**src/rtl/frame_tick_monitor.sv**
```systemverilog
// Resynchronizes the divided frame clock into clk_i, emits one-cycle frame ticks,
// measures each frame period and reports lock on a stable frame clock.
module frame_tick_monitor #(
   parameter int  CLK_FREQ_HZ  = 50000000,
   parameter int  TICK_FREQ_HZ = 60,
   parameter int  TOL_CYCLES   = 1024,
   parameter int  LOCK_COUNT   = 4,
   parameter int  FRAME_W      = 16,
   localparam int PERIOD       = 2 * (CLK_FREQ_HZ / (2 * TICK_FREQ_HZ)),
   localparam int TIMEOUT      = PERIOD + TOL_CYCLES,
   localparam int CNT_W        = $clog2(TIMEOUT + 2)
) (
   input  logic               clk_i,
   input  logic               rst_i,
   input  logic               tick_clk_i,
   output logic               tick_o,
   output logic               locked_o,
   output logic               lost_o,
   output logic [CNT_W-1:0]   period_o,
   output logic [FRAME_W-1:0] frame_cnt_o
);
   localparam int LO_LIMIT = (PERIOD > TOL_CYCLES) ? (PERIOD - TOL_CYCLES) : 0;
   localparam int GC_W     = $clog2(LOCK_COUNT + 1);

   localparam logic [1:0] IDLE    = 2'd0;
   localparam logic [1:0] MEASURE = 2'd1;
   localparam logic [1:0] LOCKED  = 2'd2;

   localparam logic [CNT_W-1:0] TIMEOUT_C = CNT_W'(TIMEOUT);
   localparam logic [CNT_W-1:0] LO_C      = CNT_W'(LO_LIMIT);
   localparam logic [CNT_W-1:0] HI_C      = CNT_W'(PERIOD + TOL_CYCLES);
   localparam logic [GC_W-1:0]  LOCK_C    = GC_W'(LOCK_COUNT);

   logic               r_s1;
   logic               r_s2;
   logic               r_s3;
   logic [CNT_W-1:0]   r_cnt;
   logic [1:0]         r_state;
   logic [GC_W-1:0]    r_good_cnt;
   logic               r_tick;
   logic               r_lost;
   logic [CNT_W-1:0]   r_period;
   logic [FRAME_W-1:0] r_frame_cnt;

   logic               w_rise;
   logic [CNT_W-1:0]   w_period;
   logic               w_good;
   logic               w_timeout;
   logic [1:0]         w_state_next;
   logic [GC_W-1:0]    w_good_cnt_next;
   logic               w_lost_next;

   assign w_rise    = r_s2 & ~r_s3;
   // The counter is cleared on the rise edge itself, so the period is one more than its value.
   assign w_period  = r_cnt + CNT_W'(1);
   assign w_good    = (w_period >= LO_C) && (w_period <= HI_C);
   assign w_timeout = (r_cnt == TIMEOUT_C) && !w_rise;

   always_comb begin
      w_state_next    = r_state;
      w_good_cnt_next = r_good_cnt;
      w_lost_next     = 1'b0;
      case (r_state)
         IDLE: begin
            if (w_rise) begin
               w_state_next    = MEASURE;
               w_good_cnt_next = '0;
            end
         end
         MEASURE: begin
            if (w_rise) begin
               if (w_good) begin
                  w_good_cnt_next = r_good_cnt + GC_W'(1);
                  if (r_good_cnt + GC_W'(1) == LOCK_C) begin
                     w_state_next = LOCKED;
                  end
               end else begin
                  w_good_cnt_next = '0;
               end
            end else if (w_timeout) begin
               w_state_next    = IDLE;
               w_good_cnt_next = '0;
            end
         end
         LOCKED: begin
            if (w_rise) begin
               if (!w_good) begin
                  w_state_next    = MEASURE;
                  w_good_cnt_next = '0;
                  w_lost_next     = 1'b1;
               end
            end else if (w_timeout) begin
               w_state_next    = IDLE;
               w_good_cnt_next = '0;
               w_lost_next     = 1'b1;
            end
         end
         default: begin
            w_state_next    = IDLE;
            w_good_cnt_next = '0;
         end
      endcase
   end

   always_ff @(posedge clk_i or posedge rst_i) begin
      if (rst_i) begin
         r_s1        <= 1'b0;
         r_s2        <= 1'b0;
         r_s3        <= 1'b0;
         r_cnt       <= '0;
         r_state     <= IDLE;
         r_good_cnt  <= '0;
         r_tick      <= 1'b0;
         r_lost      <= 1'b0;
         r_period    <= '0;
         r_frame_cnt <= '0;
      end else begin
         r_s1       <= tick_clk_i;
         r_s2       <= r_s1;
         r_s3       <= r_s2;
         r_tick     <= w_rise;
         r_lost     <= w_lost_next;
         r_state    <= w_state_next;
         r_good_cnt <= w_good_cnt_next;
         if (w_rise) begin
            r_cnt       <= '0;
            r_period    <= w_period;
            r_frame_cnt <= r_frame_cnt + FRAME_W'(1);
         end else if (r_cnt != TIMEOUT_C) begin
            r_cnt <= r_cnt + CNT_W'(1);
         end
      end
   end

   assign tick_o      = r_tick;
   assign lost_o      = r_lost;
   assign locked_o    = (r_state == LOCKED);
   assign period_o    = r_period;
   assign frame_cnt_o = r_frame_cnt;

endmodule

```
**config.mk**
```make
export PLATFORM = sky130hd
export DESIGN_NAME = frame_tick_monitor
export DESIGN_NICKNAME = d
export VERILOG_FILES = /design/src/rtl/frame_tick_monitor.sv
export SDC_FILE = /design/constraint.sdc
export NUM_CORES = 1
export LEC_CHECK = 0
export ABC_CLOCK_PERIOD_IN_PS = 2700
export BUFFER_PORTS_ARGS = -buffer_cell sky130_fd_sc_hd__buf_2
export CAP_MARGIN = 10
export CELL_PAD_IN_SITES_DETAIL_PLACEMENT = 0
export CELL_PAD_IN_SITES_GLOBAL_PLACEMENT = 1
export CORE_UTILIZATION = 40
export CTS_CLUSTER_SIZE = 25
export DETAILED_ROUTE_END_ITERATION = 16
export PLACE_DENSITY_LB_ADDON = 0.1
export SKIP_LAST_GASP = 1
export SYNTH_ARGS = -nofsm -noshare
export SYNTH_HDL_FRONTEND = slang
export SYNTH_SLANG_ARGS = --single-unit
```
**constraint.sdc**
```tcl
create_clock -name clk_i -period 2.7 [get_ports clk_i]
set_input_delay 0.405 -clock clk_i [delete_from_list [all_inputs] [get_ports clk_i]]
set_output_delay 0.405 -clock clk_i [all_outputs]
set_load 0.05 [all_outputs]
```
==> out/results.tsv <==
metric	value	unit
power share of the sequential group	40.0	%
top cell type's share of synthesized area	50.85	%
initial antenna violation count	0	
TritonCTS clock tree	done	
Sw Ratio	35.31	%
Final nets	411	
Fillers	737	
DRT Wirelength	7280	um
crit end category	flip-flop	
Place WS	0.05155	ns
design internal power	0.001901	W
Worst-path clk slew	0.08	ns
row cnt	32	
final setup skew	0.01217	ns
Startpoint Class	flip-flop	
async set-reset flop share out of synthesis	100.0	%
Syn Inst Count	326	
Avg Cell Area, Syn	9.964	um^2
clk_lat worst skew	0.35	ns
outcome	finished, final reports clean	
Worst Path Arrival	2.85	ns
ratio of cells with drive above 1 in the final layout	28.71	%
initial core utilization	41.60	%
Synth Warn #	0	
combinational share of power	28.0	%
DRT Pass-1 Iters	4	
DRT iter0 DRCs	149	
Cell Area, Synth	3248	um^2
first-pass GRT wire length	12020	um
Max VDD drop	0.5495	mV
largest net degree at the start of global routing	49	
Synth cell types	52	
Vias	2591	
static leakage	1.990	nW
Layout area overhead	26.12	%
synthesized flop and latch total	66	
worst-path fanout max	6	
Tmin final	2.603	ns
Remaining DRCs	0	
# IOs	42	
Worst EP required	2.94	ns
DR WL/cell	14.39	um
gp weighted congestion	0.8576	
RSZ-0062 raised after global routing	true	
DRT antenna net count	0	
max-slew violations	0	
WS Path Type	flip-flop to flip-flop	
Die ar.	8484	um^2
final hold slack	0.02617	ns
Root Driver	clkbuf_8	
synth top area cells	dfrtp_1 51%, nand2_1 5.5%, xor2_1 4.9%	
vias in the first global route	2397	
die height	92.11	um
Tcrit/Tclk final	96.41	%
grt total ovfl	0	
GR Util All Layers	18.44	%
max cap viols	0	
hold-fix buffers at CTS	0	
Clock Tree Buf Depth	2	
Worst Hold Class	input port to asynchronous set/reset pin	
# clock sinks	66	
actual slew at the worst max-slew pin	0.4484	ns
H-tree levels	3	
setup ws final	0.09705	ns
top_reg_cell synth	dfrtp_1	
Max Clk Rate	384.2	MHz
antenna cells	0	
Synth Net Count	338	
Clk pwr share	32.0	%
via/cell ratio	5.121	
core area	7807	um^2
Synth area leader	dfrtp_1	
Power Density	717.4	nW/um^2
Non-Filler Instances	506	
final hold vios	0	
Die Span X	92.11	um
EDFF count, synth	0	
Final Setup Violations	0	
CTS Buf Count	9	
port bufs	41	
Seq/Total Area, Yosys	50.85	%
Net Sw Power	0.001038	W
HPWL Detailed	5091	um
Placed Cells	486	
Worst Reg-to-Reg Cells	9	
Slew headroom	69.89	%
## stage by stage
step	setup TNS [ns]	power [W]	utilization, %	area, um^2
after floorplan	0	0.001731	-	3248
final	0	0.002939	52.47	4096
after detailed placement	0	0.001948	48.06	3752
after global placement	0	0.001946	48.06	3752
after CTS	0	0.002902	50.98	3980
after global routing	-0.2719	0.003091	52.47	4096
## power groups by stage
stage	sequential, W	clock (W)	combinational [W]
2_1_floorplan	0.00139	0	0.000338
3_3_place_gp	0.00118	0	0.000761
5_1_grt	0.00119	0.00101	0.000893
3_5_place_dp	0.00119	0	0.000762
6_report	0.00117	0.000941	0.000823
4_1_cts	0.00117	0.000969	0.000764
## registers in the layout (all words and copies together) (netlist names), 2 cells and up
name	cells
r_cnt	20
period_o	20
r_state	2
r_good_cnt	3
frame_cnt_o	16
## synth_stat cells, types with 7 or more instances
| library cell | n |
|---|---|
| ha_1 | 9 |
| dfrtp_1 | 66 |
| xnor2_1 | 16 |
| and4_1 | 7 |
| nand4_1 | 10 |
| a21oi_1 | 7 |
| xor2_1 | 18 |
| clkbuf_1 | 8 |
| o21ai_0 | 22 |
| nand3_1 | 9 |
| nand2_1 | 48 |
| nor2_1 | 29 |
| inv_1 | 9 |
## logic make-up after synthesis
| kind of cell | Yosys count | share of synthesized area, % |
|---|---|---|
| and+or+nand+nor | 137 | 21.73 |
| DFF | 66 | 50.85 |
| AOI/OAI and AO/OA | 51 | 10.29 |
| xor gates and xnor gates | 34 | 9.168 |
| buffers and inverters | 27 | 3.852 |
| adders and majority gates | 9 | 3.467 |
| muxes | 2 | 0.6548 |
## layout make-up
type / instances / area [um^2] / share of cell area, %
tap: 102 / 127.6 / 3.115
clock buffer: 10 / 137.6 / 3.360
timing repair buffer: 80 / 505.5 / 12.34
sequential: 66 / 1652 / 40.32
clock inverter: 6 / 90.09 / 2.199
inverter: 9 / 33.78 / 0.8247
multi-input combinational: 233 / 1550 / 37.84
## worst max-delay path, stage by stage (launching register included)
cell      delay [ns]
dfrtp_1         0.42
ha_4            0.19
or4b_1          0.51
a21boi_2        0.19
nor2_2          0.06
a31o_2          0.22
o31a_1          0.33
a221oi_4        0.36
nand3b_1        0.12
o311ai_1        0.10
## worst paths after layout
kind | start | end | slack, ns
max reg2reg | r_cnt[1] | r_state[1] | 0.1
min | rst_i | tick_o | 0.03
min reg2reg | r_s1 | r_s2 | 0.37
max in group asynchronous | rst_i | r_cnt[0] | 1.99
max | r_cnt[1] | r_state[1] | 0.1
min in group clk_i | tick_clk_i | r_s1 | 0.16
## layer usage
metal | track usage [%] | share of wire [%]
met4 | 9.245 | 2.2
met5 | 0 | 0
met3 | 4.063 | 4.4
met2 | 24.75 | 42
met1 | 27.50 | 51
## placed cells by master (no fill, tap or decap), types with 3 or more instances in the layout
master     n
clkbuf_8  10
nand2_1   47
a21oi_2    3
nor4b_1    3
ha_1       8
and4_1     6
a21oi_1    4
xnor2_1   16
xor2_1    18
buf_2     41
o21ai_0   22
nand3_1    9
nand4_1   10
inv_1      8
nor3_1     5
buf_4     37
dfrtp_1   66
nor2_1    28
and3_1     5
nand3b_1   5
## repair_timing
item,CTS,global route
resized for setup,0,18
setup endpoints to repair,0,5
setup buffers,0,4
Note: power is estimated with default switching activity, not from simulation.
